`config.mk`:
```
export PLATFORM = sky130hd
export DESIGN_NAME = eth_gmii_rx_flat
export DESIGN_NICKNAME = d
export VERILOG_FILES = /design/src/rtl/eth_pkg.sv /design/src/rtl/eth_gmii_rx_if.sv /design/src/rtl/eth_crc32_d8.sv /design/src/rtl/eth_gmii_rx.sv /design/src/flat_wrapper.sv
export SDC_FILE = /design/constraint.sdc
export NUM_CORES = 1
export LEC_CHECK = 0
export CELL_PAD_IN_SITES_DETAIL_PLACEMENT = 1
export CELL_PAD_IN_SITES_GLOBAL_PLACEMENT = 1
export CORE_MARGIN = 4
export CORE_UTILIZATION = 46
export DETAILED_ROUTE_END_ITERATION = 10
export MAX_ROUTING_LAYER = met4
export PLACE_DENSITY_LB_ADDON = 0.12
export SYNTH_ARGS = -nofsm -noshare
export SYNTH_HDL_FRONTEND = slang
export SYNTH_SLANG_ARGS = --single-unit
```
`constraint.sdc`:
```
create_clock -name clk -period 3.1 [get_ports clk]
set_clock_uncertainty 0.1 [all_clocks]
set_input_delay 0.465 -clock clk [delete_from_list [all_inputs] [get_ports clk]]
set_output_delay 0.465 -clock clk [all_outputs]
set_load 0.01 [all_outputs]
```
`src/rtl/eth_pkg.sv`:
```
// Shared Ethernet receive constants, FSM encoding and the byte-wide CRC-32 step.
package eth_pkg;

  localparam logic [7:0]  ETH_PRE         = 8'h55;
  localparam logic [7:0]  ETH_SFD         = 8'hD5;
  localparam logic [31:0] ETH_CRC_INIT    = 32'hFFFFFFFF;
  localparam logic [31:0] ETH_CRC_RESIDUE = 32'hC704DD7B;

  // One pending payload byte plus four bytes that may turn out to be the FCS.
  localparam int LINE_DEPTH = 5;

  typedef enum logic [1:0] {
    ST_IDLE = 2'd0,
    ST_PRE  = 2'd1,
    ST_DATA = 2'd2,
    ST_DROP = 2'd3
  } rx_state_e;

  // CRC-32 (poly 04C11DB7) over one byte, bit 0 first as it appears on the wire.
  // The register is kept unreflected, so a clean frame leaves ETH_CRC_RESIDUE.
  function automatic logic [31:0] next_crc8(input logic [7:0] d, input logic [31:0] c);
    logic [31:0] r;
    logic        fb;
    r = c;
    for (int i = 0; i < 8; i++) begin
      fb = r[31] ^ d[i];
      r  = {r[30:0], 1'b0};
      if (fb) r = r ^ 32'h04C11DB7;
    end
    return r;
  endfunction

endpackage

```
`src/rtl/eth_gmii_rx_if.sv`:
```
// Payload byte stream leaving the GMII receive front end.
interface eth_gmii_rx_if;
  logic [7:0] dat;
  logic       valid;
  logic       sop;
  logic       eop;
  logic       err;

  modport master (output dat, valid, sop, eop, err);
  modport slave  (input  dat, valid, sop, eop, err);
endinterface

```
`src/rtl/eth_crc32_d8.sv`:
```
// Registered CRC-32 accumulator, one byte per enabled cycle; init wins over en.
module eth_crc32_d8
  import eth_pkg::*;
(
  input  logic        clk,
  input  logic        rst_n,
  input  logic        init,
  input  logic        en,
  input  logic [7:0]  din,
  output logic [31:0] crc_out
);

  logic [31:0] crc_q;

  // CRC register: preset between frames, advance on each frame byte
  always_ff @(posedge clk or negedge rst_n) begin
    if (!rst_n) begin
      crc_q <= ETH_CRC_INIT;
    end else if (init) begin
      crc_q <= ETH_CRC_INIT;
    end else if (en) begin
      crc_q <= next_crc8(din, crc_q);
    end
  end

  assign crc_out = crc_q;

endmodule

```
`src/rtl/eth_gmii_rx.sv`:
```
// GMII receive front end: strips preamble/SFD, checks and removes the FCS,
// and emits the payload as a registered byte stream with sop/eop/err.
//
//  state | meaning
//  IDLE  | between frames, waiting for rx_dv
//  PRE   | inside preamble (0x55 bytes), waiting for SFD
//  DATA  | after SFD, bytes go to CRC and the 5-byte line
//  DROP  | malformed start, discard until rx_dv falls
module eth_gmii_rx
  import eth_pkg::*;
#(
  parameter int MAX_LEN = 1514,
  parameter int MIN_LEN = 1,
  parameter int CNT_W   = 16
) (
  input  logic             clk,
  input  logic             rst_n,
  input  logic [7:0]       rx_dat,
  input  logic             rx_dv,
  input  logic             rx_er,
  eth_gmii_rx_if.master    m,
  output logic [CNT_W-1:0] frame_ok_cnt,
  output logic [CNT_W-1:0] frame_err_cnt
);

  localparam int               LEN_W     = $clog2(MAX_LEN + 2);
  localparam logic [LEN_W-1:0] LEN_SAT   = LEN_W'(MAX_LEN + 1);
  localparam logic [LEN_W-1:0] LEN_MIN   = LEN_W'(MIN_LEN);
  localparam logic [LEN_W-1:0] LEN_MAX   = LEN_W'(MAX_LEN);
  localparam logic [2:0]       LINE_FULL = 3'(LINE_DEPTH);

  rx_state_e        state_q, state_d;
  logic [7:0]       line_q [LINE_DEPTH];
  logic [2:0]       fill_q;
  logic [LEN_W-1:0] len_q;
  logic [LEN_W-1:0] len_last;
  logic             er_q;
  logic [31:0]      crc_val;
  logic             line_full;
  logic             frame_bad;

  logic             line_push;
  logic             line_clr;
  logic             crc_init;
  logic             crc_en;
  logic             emit;
  logic             emit_last;
  logic             bump_ok;
  logic             bump_err;

  logic [7:0]       dat_q;
  logic             valid_q;
  logic             sop_q;
  logic             eop_q;
  logic             err_q;

  eth_crc32_d8 u_crc (
    .clk     (clk),
    .rst_n   (rst_n),
    .init    (crc_init),
    .en      (crc_en),
    .din     (rx_dat),
    .crc_out (crc_val)
  );

  assign line_full = (fill_q == LINE_FULL);

  // Length including the byte about to leave as eop; stays pinned once past MAX_LEN.
  assign len_last  = (len_q == LEN_SAT) ? len_q : len_q + 1'b1;

  assign frame_bad = (crc_val != ETH_CRC_RESIDUE) | er_q |
                     (len_last < LEN_MIN) | (len_last > LEN_MAX);

  // State register
  always_ff @(posedge clk or negedge rst_n) begin
    if (!rst_n) state_q <= ST_IDLE;
    else        state_q <= state_d;
  end

  // Next state and per-cycle datapath controls
  always_comb begin
    state_d   = state_q;
    line_push = 1'b0;
    line_clr  = 1'b1;
    crc_init  = 1'b1;
    crc_en    = 1'b0;
    emit      = 1'b0;
    emit_last = 1'b0;
    bump_ok   = 1'b0;
    bump_err  = 1'b0;
    case (state_q)
      ST_IDLE: begin
        if (rx_dv) begin
          if (rx_dat == ETH_PRE)      state_d = ST_PRE;
          else if (rx_dat == ETH_SFD) state_d = ST_DATA;
          else                        state_d = ST_DROP;
        end
      end
      ST_PRE: begin
        if (!rx_dv)                 state_d = ST_IDLE;
        else if (rx_dat == ETH_SFD) state_d = ST_DATA;
        else if (rx_dat != ETH_PRE) state_d = ST_DROP;
      end
      ST_DATA: begin
        if (rx_dv) begin
          line_clr  = 1'b0;
          crc_init  = 1'b0;
          line_push = 1'b1;
          crc_en    = 1'b1;
          emit      = line_full;
        end else begin
          state_d = ST_IDLE;
          if (line_full) begin
            emit      = 1'b1;
            emit_last = 1'b1;
            bump_ok   = ~frame_bad;
            bump_err  = frame_bad;
          end else begin
            bump_err  = 1'b1;
          end
        end
      end
      ST_DROP: begin
        if (!rx_dv) begin
          state_d  = ST_IDLE;
          bump_err = 1'b1;
        end
      end
      default: state_d = ST_IDLE;
    endcase
  end

  // Byte line, payload length and sticky rx_er for the frame in flight
  always_ff @(posedge clk or negedge rst_n) begin
    if (!rst_n) begin
      fill_q <= '0;
      len_q  <= '0;
      er_q   <= 1'b0;
      for (int i = 0; i < LINE_DEPTH; i++) line_q[i] <= '0;
    end else if (line_clr) begin
      fill_q <= '0;
      len_q  <= '0;
      er_q   <= 1'b0;
    end else if (line_push) begin
      if (rx_er) er_q <= 1'b1;
      if (line_full) begin
        for (int i = 0; i < LINE_DEPTH - 1; i++) line_q[i] <= line_q[i+1];
        line_q[LINE_DEPTH-1] <= rx_dat;
        if (len_q != LEN_SAT) len_q <= len_q + 1'b1;
      end else begin
        line_q[fill_q] <= rx_dat;
        fill_q         <= fill_q + 3'd1;
      end
    end
  end

  // Registered output beat; the oldest line entry is the byte that leaves
  always_ff @(posedge clk or negedge rst_n) begin
    if (!rst_n) begin
      dat_q   <= '0;
      valid_q <= 1'b0;
      sop_q   <= 1'b0;
      eop_q   <= 1'b0;
      err_q   <= 1'b0;
    end else begin
      dat_q   <= emit ? line_q[0] : 8'h00;
      valid_q <= emit;
      sop_q   <= emit & (len_q == '0);
      eop_q   <= emit_last;
      err_q   <= emit_last & frame_bad;
    end
  end

  // Frame statistics, free-running and wrapping
  always_ff @(posedge clk or negedge rst_n) begin
    if (!rst_n) begin
      frame_ok_cnt  <= '0;
      frame_err_cnt <= '0;
    end else begin
      if (bump_ok)  frame_ok_cnt  <= frame_ok_cnt + 1'b1;
      if (bump_err) frame_err_cnt <= frame_err_cnt + 1'b1;
    end
  end

  assign m.dat   = dat_q;
  assign m.valid = valid_q;
  assign m.sop   = sop_q;
  assign m.eop   = eop_q;
  assign m.err   = err_q;

endmodule

```
`src/flat_wrapper.sv`:
```
// flat-port wrapper written by rule: the top's interface ports become plain ports
module eth_gmii_rx_flat import eth_pkg::*;
#(
  parameter int MAX_LEN = 1514,
  parameter int MIN_LEN = 1,
  parameter int CNT_W   = 16
)
  (clk, rst_n, rx_dat, rx_dv, rx_er, frame_ok_cnt, frame_err_cnt, m_dat, m_valid, m_sop, m_eop, m_err);
  eth_gmii_rx_if m_i ();
  input  logic clk;
  input  logic rst_n;
  input  logic [7:0] rx_dat;
  input  logic rx_dv;
  input  logic rx_er;
  output logic [CNT_W-1:0] frame_ok_cnt;
  output logic [CNT_W-1:0] frame_err_cnt;
  output wire logic [$bits(m_i.dat)-1:0] m_dat;
  output wire logic [$bits(m_i.valid)-1:0] m_valid;
  output wire logic [$bits(m_i.sop)-1:0] m_sop;
  output wire logic [$bits(m_i.eop)-1:0] m_eop;
  output wire logic [$bits(m_i.err)-1:0] m_err;
  assign m_dat = m_i.dat;
  assign m_valid = m_i.valid;
  assign m_sop = m_i.sop;
  assign m_eop = m_i.eop;
  assign m_err = m_i.err;
  eth_gmii_rx #(.MAX_LEN(MAX_LEN), .MIN_LEN(MIN_LEN), .CNT_W(CNT_W)) u_core (.clk(clk), .rst_n(rst_n), .rx_dat(rx_dat), .rx_dv(rx_dv), .rx_er(rx_er), .m(m_i), .frame_ok_cnt(frame_ok_cnt), .frame_err_cnt(frame_err_cnt));
endmodule
```
* After elaboration in Yosys (flattened, before gate mapping)
Index checks and enable logic that the tools add are counted.
** Word-level totals
- Bits in registers :: 133
- Input port bits :: 12
- Output and inout port bits :: 44
- Logic and storage cells :: 139
** Cells by class
- Add/sub/neg operators :: 4
- $lt $le $gt $ge :: 4
- Equality and inequality tests :: 14
- Muxes and demuxes :: 63
- Bitwise logic cells :: 24
- Reductions and logical operators :: 13
** Operators by type and width (number)
- 2-to-1 mux 32 bit :: 16
- 2-to-1 mux 27 bit :: 8
- inverter 14 bit :: 8
- 2-to-1 mux 11 bit :: 5
- bitwise mux 40 bit :: 1
- 2-to-1 mux 40 bit :: 1
- adder 16 x 1 -> 16 bit, second input constant :: 2
- != test 32 bit, second input constant :: 1
- demux 8 bit (select 3 bit) :: 1
- 2-to-1 mux 1 bit :: 18
- 2-to-1 mux 8 bit :: 2
- 2-to-1 mux 2 bit :: 6
- adder 11 x 1 -> 11 bit, second input constant :: 1
- == test 11 bit, second input constant :: 1
- > comparator 11 bit, second input constant :: 1
- zero test 11 bit :: 1
- less-than comparator 11 x 1 -> 1 bit, second input constant :: 1
- != test 11 bit, second input constant :: 1
- 2-to-1 mux 3 bit :: 3
- == test 8 x 7 -> 1 bit, second input constant :: 1
- == test 8 bit, second input constant :: 1
- != test 8 x 7 -> 1 bit, second input constant :: 1
- nonzero test 2 bit :: 4
- XOR 1 bit :: 8
- other kinds (19) :: 29

* Depth between registers and ports, before layout
- Word-level depth :: 32
- Mapped depth :: 11
- Gate-level depth less buffers :: 9

* By module
From an unflattened synthesis, not the netlist that was laid out.
** Second synthesis, totals
- Cells, all modules :: 685
- Area, all modules :: 7363.3 µm²
** By module, submodules not included
- eth_gmii_rx :: times used 1, cells each 515, area an instance 5111.2 µm², sequential area each 2527.4 µm²
- eth_crc32_d8 :: times used 1, cells each 170, area an instance 2252.2 µm², sequential area each 840.8 µm²

* Least setup slack after synthesis
OpenSTA, ideal clock, no wires.
- Path type :: register -> register
- From :: register u_core.len_q[0]
- To :: register u_core.frame_err_cnt[4]
- Setup time :: 0.132 ns
- Data arrival time :: 2.353 ns
- Data required time :: 2.868 ns
- Setup slack :: 0.515 ns
- Cell stages (with the launch flop) :: 12
- Buffers on the path :: 2
- Clock period less this slack :: 2.585 ns
- Cell sequence :: dfrtp_1 ha_1 buf_2 xnor2_1 a31oi_1 a311oi_1 a221o_1 nor2_4 o41ai_4 buf_6 nor3_1 xor2_1
** Between the ends
- Word-level cells in the longest chain between the ends :: 8
- Elaborated cells between the ends (all ways) :: 10
- Those cells by class :: add/sub: 1; order compare: 2; eq/ne: 1; mux: 4; bitwise: 2
** Ends and longest elaborated chain
- start, declared :: RTL line eth_gmii_rx.sv:35 : logic [LEN_W-1:0] len_q;
- start signal, assigned :: RTL line eth_gmii_rx.sv:149 : if (len_q != LEN_SAT) len_q <= len_q + 1'b1;
- adder 11 x 1 -> 11 bit or == test 11 bit (tied branches) :: RTL line eth_gmii_rx.sv:69 : assign len_last = (len_q == LEN_SAT) ? len_q : len_q + 1'b1;
- 2-to-1 mux 11 bit (*) :: RTL line eth_gmii_rx.sv:69
- less-than comparator 11 x 1 -> 1 bit :: RTL line eth_gmii_rx.sv:72 : (len_last < LEN_MIN) | (len_last > LEN_MAX);
- bitwise OR 1 bit :: RTL line eth_gmii_rx.sv:71 : assign frame_bad = (crc_val != ETH_CRC_RESIDUE) | er_q |
- bitwise OR 1 bit (*) :: RTL line eth_gmii_rx.sv:72
- 2-to-1 mux 1 bit (*) :: RTL line eth_gmii_rx.sv:113 : if (line_full) begin
- 2-to-1 mux 1 bit (*) :: RTL line eth_gmii_rx.sv:105 : if (rx_dv) begin
- one-hot mux 1 bit (2 select lines) (*) :: RTL line eth_gmii_rx.sv:91 : case (state_q)
- end signal, assigned :: RTL line eth_gmii_rx.sv:181 : if (bump_err) frame_err_cnt <= frame_err_cnt + 1'b1;
- end, declared :: RTL line eth_gmii_rx.sv:23 : output logic [CNT_W-1:0] frame_err_cnt
Every way passes the cells marked *; elsewhere a longest branch is shown, timed or not.
A chain may end at the register's enable or synchronous reset.

* Final worst setup path
Ends and elaborated chain as after synthesis.

==> flow_summary_export.csv <==
group,metric,value,unit
run_status,status,"finished clean",
finish,postLayoutCellArea,0.00817,mm^2
worst_setup_path,r2r-start,"u_core.len_q[0]$_DFFE_PN0P_",
clock_network,clk_pin_slew_worst_paths,0.06,ns
hold_path,hold_end,"u_core.frame_err_cnt[15]$_DFFE_PN0P_",
route,wl_met1,7.82,mm
synthesis,syn_avg_cell_area,10.1,um^2
finish,fillers,1515,
route,drtIter0Drc,382,
worst_setup_path,crit_cells,11,
global_routing,gr-total-overflow,0,
synthesis,synth_largest_area_cell,"dfrtp_1",
timing,post-route-min-period,3.08,ns
worst_setup_path,worst_path_largest_cell_delay,0.44,ns
synthesis,seq_area_frac_synth,50.6,%
synthesis,ys_seq_elements,133,
pwr,irDropWorstVdd,0.469,mV
worst_setup_path,cp_num_buf_inv,2,
hold_path,hold_depth,1,
clock_network,insertion_delay,0.42,ns
clock_network,cts_tree,"yes",
timing,drv_slew,0,
clock_network,cts.sinks,133,
timing,fin_setup_tns,0,ns
synthesis,ys_warn_count,0,
job,cap_viol_max_count,0,
pwr,power.density,641,mW/mm^2
route,drt-pass1-iter-count,4,
route,maxUsedRoutingLayer,"met4",
worst_setup_path,path_cells,"ha_1 > buf_4 > xnor2_1 > a31oi_2 > a311oi_1 > a221o_1 > nor2_4 > o41ai_4 > buf_4 > nor3_1 > xor2_1",
worst_setup_path,crit_type,"reg2reg",
synthesis,yosysUniqueCellTypes,58,
floorplanning,std_cell_rows,43,
route,ant_nets,0,
global_routing,grt_pass1_vias,5672,
global_routing,grt_max_degree,76,
placed_design,placed_cell_area,0.00752,mm^2
global_routing,antenna_found_initial,0,
synthesis,post-synth-top-count-cell,"dfrtp_1",
worst_setup_path,critical_path.most_common_cell,"buf_4",
route,wl_met3,631,um
clock_network,htreeDepth,4,
worst_setup_path,start_kind,"flip-flop",
global_routing,grt_pass1_wl,29.5,mm
worst_setup_path,slowest_stage,"dfrtp_1",
synthesis,ys_top_cells_by_area,"dfrtp_1 (38%), dfstp_2 (13%), xnor2_1 (8.6%)",
worst_setup_path,path_max_fanout,14,
floorplanning,coreArea,0.0140,mm^2
synthesis,syn-cell-area,0.00666,mm^2
timing,final-hold-violation-count,0,
worst_setup_path,required,3.29,ns
placed_design,post-dp-hpwl,12.1,mm
route,route.met2.wl,9.01,mm
synthesis,ys_async_sr_fraction,100,%
worst_setup_path,reg2regPathDepth,11,
floorplanning,initial_core_util,47.4,%
clock_network,clk_path_buf_depth,2,
route,vias_per_cell,5.62,
finish,nNetsFinal,746,
worst_setup_path,cp_top_family,"compound AO/OA/AOI/OAI gates",
synthesis,yosys.area.top_type_share,38.0,%
synthesis,synth_ff_type,"dfrtp_1",
finish,area_growth,22.7,%
global_routing,grtUsageTotal,23.7,%
hold_path,worst_hold_path_type,"reg2reg",
synthesis,syn_nets,676,
synthesis,synth_edf_count,0,
route,post_drt_wl_per_cell,19.4,um
worst_setup_path,rrSetupSlack,0.02,ns
route,drt-total-wl,17.8,mm
timing,grt_setup_unrepaired,"yes",
clock_network,cts_buffers,17,
worst_setup_path,timing.rr.end,"u_core.frame_err_cnt[4]$_DFFE_PN0P_",
hold_path,hp-start,"u_core.frame_err_cnt[15]$_DFFE_PN0P_",
worst_setup_path,endpoint_kind,"flip-flop",
timing,period_share,99.5,%
timing,slew_headroom,50.3,%
finish,insertedDiodeCount,0,
synthesis,synth_common_cells,"dfrtp_1 (101), nand2_1 (90), xnor2_1 (65), nor2_1 (45), xor2_1 (44)",
floorplanning,die_w,128,um
route,vias,5172,
timing,finalSetupViolCount,0,
clock_network,cts-root-buf,"clkbuf_16",
pwr,power_leakage,3.42,nW
synthesis,syn_inst,658,
pwr,p_total,0.00524,W
timing,max_slew.worst_pin.slew,0.746,ns
route,drc,0,
placed_design,gp_congestion,0.899,
floorplanning,ios,56,
finish,drive_above_1_share,16.5,%
timing,max_freq,324,MHz
placed_design,port_buffers,55,
floorplanning,die-area,0.0165,mm^2
floorplanning,die_y,128,um
worst_setup_path,cp.arrival,3.27,ns
## sequential cells by signal, indices dropped and copies added, names as in the netlist
name and cells:
u_core.line_q 40, u_core.u_crc.crc_out 32, u_core.frame_err_cnt 16, u_core.frame_ok_cnt 16
u_core.len_q 11, u_core.m.dat 8, u_core.fill_q 3, u_core.state_q 2
u_core.er_q 1, u_core.m.eop 1, u_core.m.err 1, u_core.m.sop 1
u_core.m.valid 1
## cells by family (layout without fill, tap and decap cells)
family / Yosys count / in the layout / share of synthesized area (%)
xor+xnor: 115 / 115 / 15.8
simple gates: 259 / 259 / 19.5
flops: 133 / 133 / 50.6
fa+ha+maj: 6 / 6 / 1.13
buf+inv: 48 / 130 / 3.27
mux: 3 / 3 / 0.489
compound gates: 94 / 94 / 9.19
## worst max path at each step
stage,start,endpoint,slack (ns)
2_1_floorplan,u_core.len_q[0]$_DFFE_PN0P_,u_core.frame_err_cnt[4]$_DFFE_PN0P_,0.52
3_3_place_gp,u_core.len_q[0]$_DFFE_PN0P_,u_core.frame_ok_cnt[1]$_DFFE_PN0P_,0.20
3_5_place_dp,u_core.len_q[0]$_DFFE_PN0P_,u_core.frame_err_cnt[15]$_DFFE_PN0P_,0.09
4_1_cts,u_core.len_q[0]$_DFFE_PN0P_,u_core.frame_err_cnt[14]$_DFFE_PN0P_,0.01
5_1_grt,u_core.len_q[0]$_DFFE_PN0P_,u_core.frame_err_cnt[11]$_DFFE_PN0P_,-0.15
6_report,u_core.len_q[0]$_DFFE_PN0P_,u_core.frame_err_cnt[4]$_DFFE_PN0P_,0.02
## what timing repair did
item,in CTS,in global routing
gates resized for setup,0,5
hold endpoints to repair,33,0
buffers inserted,0,2
setup endpoints to repair,0,24
hold buffers,1,0
## layer usage
layer	track usage (%)	vias up
li1	-	2400
met5	-	-
met3	5.17	34
met4	7.30	0
met1	29.6	2633
met2	38.5	105
## power breakdown
part           leakage (nW)  internal [W]  total [W]  switching [W]
Clock                 0.279       0.00124    0.00199       0.000746
Sequential             1.69       0.00197    0.00211       0.000147
Combinational          1.46      0.000534    0.00114       0.000606
## cell type report
cell class                 instances  area, um^2  area share [%]
clock inverter                     8        98.8            1.21
sequential                       133        3370            41.2
inverter                           6        22.5           0.276
clock buffer                      23         478            5.85
multi-input combinational        477        3100            38.0
tap                              180         225            2.76
timing repair buffer              93         873            10.7
## cells in the final DEF (no fill, tap or decap), types with 23 or more instances in the layout
| cell | instances |
|---|---|
| nor2_1 | 45 |
| xnor2_1 | 65 |
| nand2_1 | 90 |
| xor2_1 | 44 |
| dfstp_2 | 32 |
| clkdlybuf4s50_1 | 54 |
| dfrtp_1 | 101 |
| buf_4 | 35 |
| a21oi_1 | 23 |
| nand3_1 | 30 |
## through the flow
step           utilization (%)  instances  setup slack, ns  hold slack, ns
2_1_floorplan                -        658            0.515          0.0694
3_3_place_gp              53.6        886            0.204           0.356
3_5_place_dp              53.6        886           0.0940           0.364
4_1_cts                   57.7        918           0.0114           0.374
5_1_grt                   58.2        920           -0.145           0.395
6_report                  58.2        920           0.0154           0.369
Note: power is estimated with default switching activity, not from simulation.
==> variant: new RTL, config.mk and constraints unchanged <==
`MAX_LEN` is set to 1514 in 2 places; all go to 6056.
--- a/src/rtl/eth_gmii_rx.sv
+++ b/src/rtl/eth_gmii_rx.sv
@@ -10,5 +10,5 @@
   import eth_pkg::*;
 #(
-  parameter int MAX_LEN = 1514,
+  parameter int MAX_LEN = 6056,
   parameter int MIN_LEN = 1,
   parameter int CNT_W   = 16
--- a/src/flat_wrapper.sv
+++ b/src/flat_wrapper.sv
@@ -2,5 +2,5 @@
 module eth_gmii_rx_flat import eth_pkg::*;
 #(
-  parameter int MAX_LEN = 1514,
+  parameter int MAX_LEN = 6056,
   parameter int MIN_LEN = 1,
   parameter int CNT_W   = 16
Check against the original RTL: no difference found for any inputs over 4 cycles, from zero or initial values and one cycle with rst_n low; that may be too few to reach the edited logic, so the function may still have changed.
==> variant against the original RTL <==
- the run now ends with negative setup slack left
- fmax decreased by 5.1%
- global-route usage grew 1.5 points
- sequential cell count rose by 2
- cell area grew 5.3%
- non-clock buffer count is 34 higher
- largest cell class unchanged
- worst setup slack got worse by 0.16 ns
- first-iteration DRC count down 23%
- via count rose by 7.3%
- sequential share of layout area decreased by 1.5 points
- combinational power grew 22%
- synthesized area is 1.4% higher
- largest power group unchanged
- power up 5.4%
- wire length grew 8.7%
==> variant: results (changes against the original RTL) <==
Status - finished with violations
Failing checks - negative setup slack
Post-synthesis compound-gate area fraction - 10.7% (+1.5 points)
Mapped Nets - 691 (+2.2%)
Post-Synth Adder-Cell Area - 1.30% (+0.17 points)
Worst Path Arrival - 3.49 ns (+0.22 ns)
GRT Total Usage - 25.1% (+1.5 points)
Relative slew margins - 43.6% (-6.7 points)
Max incr delay on CP - 0.54 ns (+0.10 ns)
Slowest stage cell, crit path - or4_4
Vias in the first global route - 5989 (+5.6%)
Layout cells sized above 1 - 20.3% (+3.8 points)
Reg-to-Reg Start - u_core.len_q[2]
Max VDD drop - 452 uV (-3.7%)
Pleak - 3.63 nW (+5.9%)
Hold Crit Class - flop to flop
Mux share of post-synthesis cell area - 0.815% (+0.33 points)
Final #Nets - 795 (+6.6%)
Post-CTS Setup Repair Bufs - 4 (+4)
Gpl congestion - 0.874 (-2.8%)
Finish-stage setup viols - 15 (+15)
Setup TNS - -1.31 ns (-1.31 ns)
Hold_ws - 0.370 ns (+0.00141 ns)
Largest fanout on the critical path - 6 (-8)
DP HPWL - 13.0 mm (+6.9%)
Largest net degree at the start of global routing - 67 (-12%)
Post-Place Setup Slack - -0.279 ns (-0.373 ns)
Initial drt markers - 295 (-23%)
DR vias - 5550 (+7.3%)
First-pass GRT wire length - 32.0 mm (+8.2%)
Top post-synthesis cells by count - dfrtp_1 (103), nand2_1 (88), xnor2_1 (78), nor2_1 (41), o21ai_0 (38)
Area contributors post-synth - dfrtp_1 (38%), dfstp_2 (12%), xnor2_1 (10%)
Routed met3 length - 682 um (+8.1%)
Seq/Total Area, Yosys - 50.6% (about the same)
Pre-antenna DRT Iters - 5 (+1)
XOR/XNOR Fraction of Synth Area - 14.7% (-1.2 points)
Resized cells post-CTS - 17 (+17)
DR WL/cell - 19.9 um (+2.8%)
Wire length on met1 - 8.40 mm (+7.4%)
Delay-heaviest family, CP - simple AND/OR/NAND/NOR gates
PnR worst setup slack - -0.149 ns (-0.164 ns)
## variant: changes by cell type in the layout (fill, tap and decap cells not counted), sizes merged, moves of 3 or more
cell and change:
or2 -3, xor2 -11, inv +8, o21ai +17, buf +34, nor3 -3
xnor2 +9, or4 +3, nor2 -6, nand4 -4, nand3 -3, nor4b +4
a21oi -3
## variant: power breakdown
part / internal (mW) / leakage, nW / total, mW / switching, mW
combinational: 0.648 / 1.66 / 1.39 / 0.744
clock: 1.17 / 0.271 / 1.93 / 0.760
sequential: 2.02 / 1.69 / 2.20 / 0.187
## variant: worst max-delay path by stage
stage / slack, ns / endpoint / from / cells after the start
4_1_cts: -0.12 / u_core.frame_err_cnt[11] / u_core.len_q[2] / 9
5_1_grt: -0.26 / u_core.frame_err_cnt[9] / u_core.len_q[2] / 10
2_1_floorplan: -0.06 / u_core.frame_err_cnt[1] / u_core.len_q[6] / 9
3_3_place_gp: -0.14 / u_core.frame_err_cnt[1] / u_core.len_q[2] / 8
3_5_place_dp: -0.28 / u_core.frame_err_cnt[9] / u_core.len_q[2] / 8
6_report: -0.15 / u_core.frame_err_cnt[9] / u_core.len_q[2] / 10
## variant: stage by stage
step	instances	area, um^2
after floorplan	672	6780
after global placement	932	7820
after detailed placement	932	7820
after CTS	969	8510
after global routing	973	8600
final	973	8600
## variant: area by class of cell
type                       count  area (um^2)
fill                        1556         5880
sequential                   135         3420
multi-input combinational    480         3230
timing repair buffer         127         1110
clock buffer                  25          485
tap                          184          230
clock inverter                 7         70.1
inverter                      15         56.3
## variant: metal layers
metal	global-route usage [%]	vias up
met3	4.45	30
met2	41.6	131
met5	-	-
li1	-	2528
met4	7.72	0
met1	31.5	2861
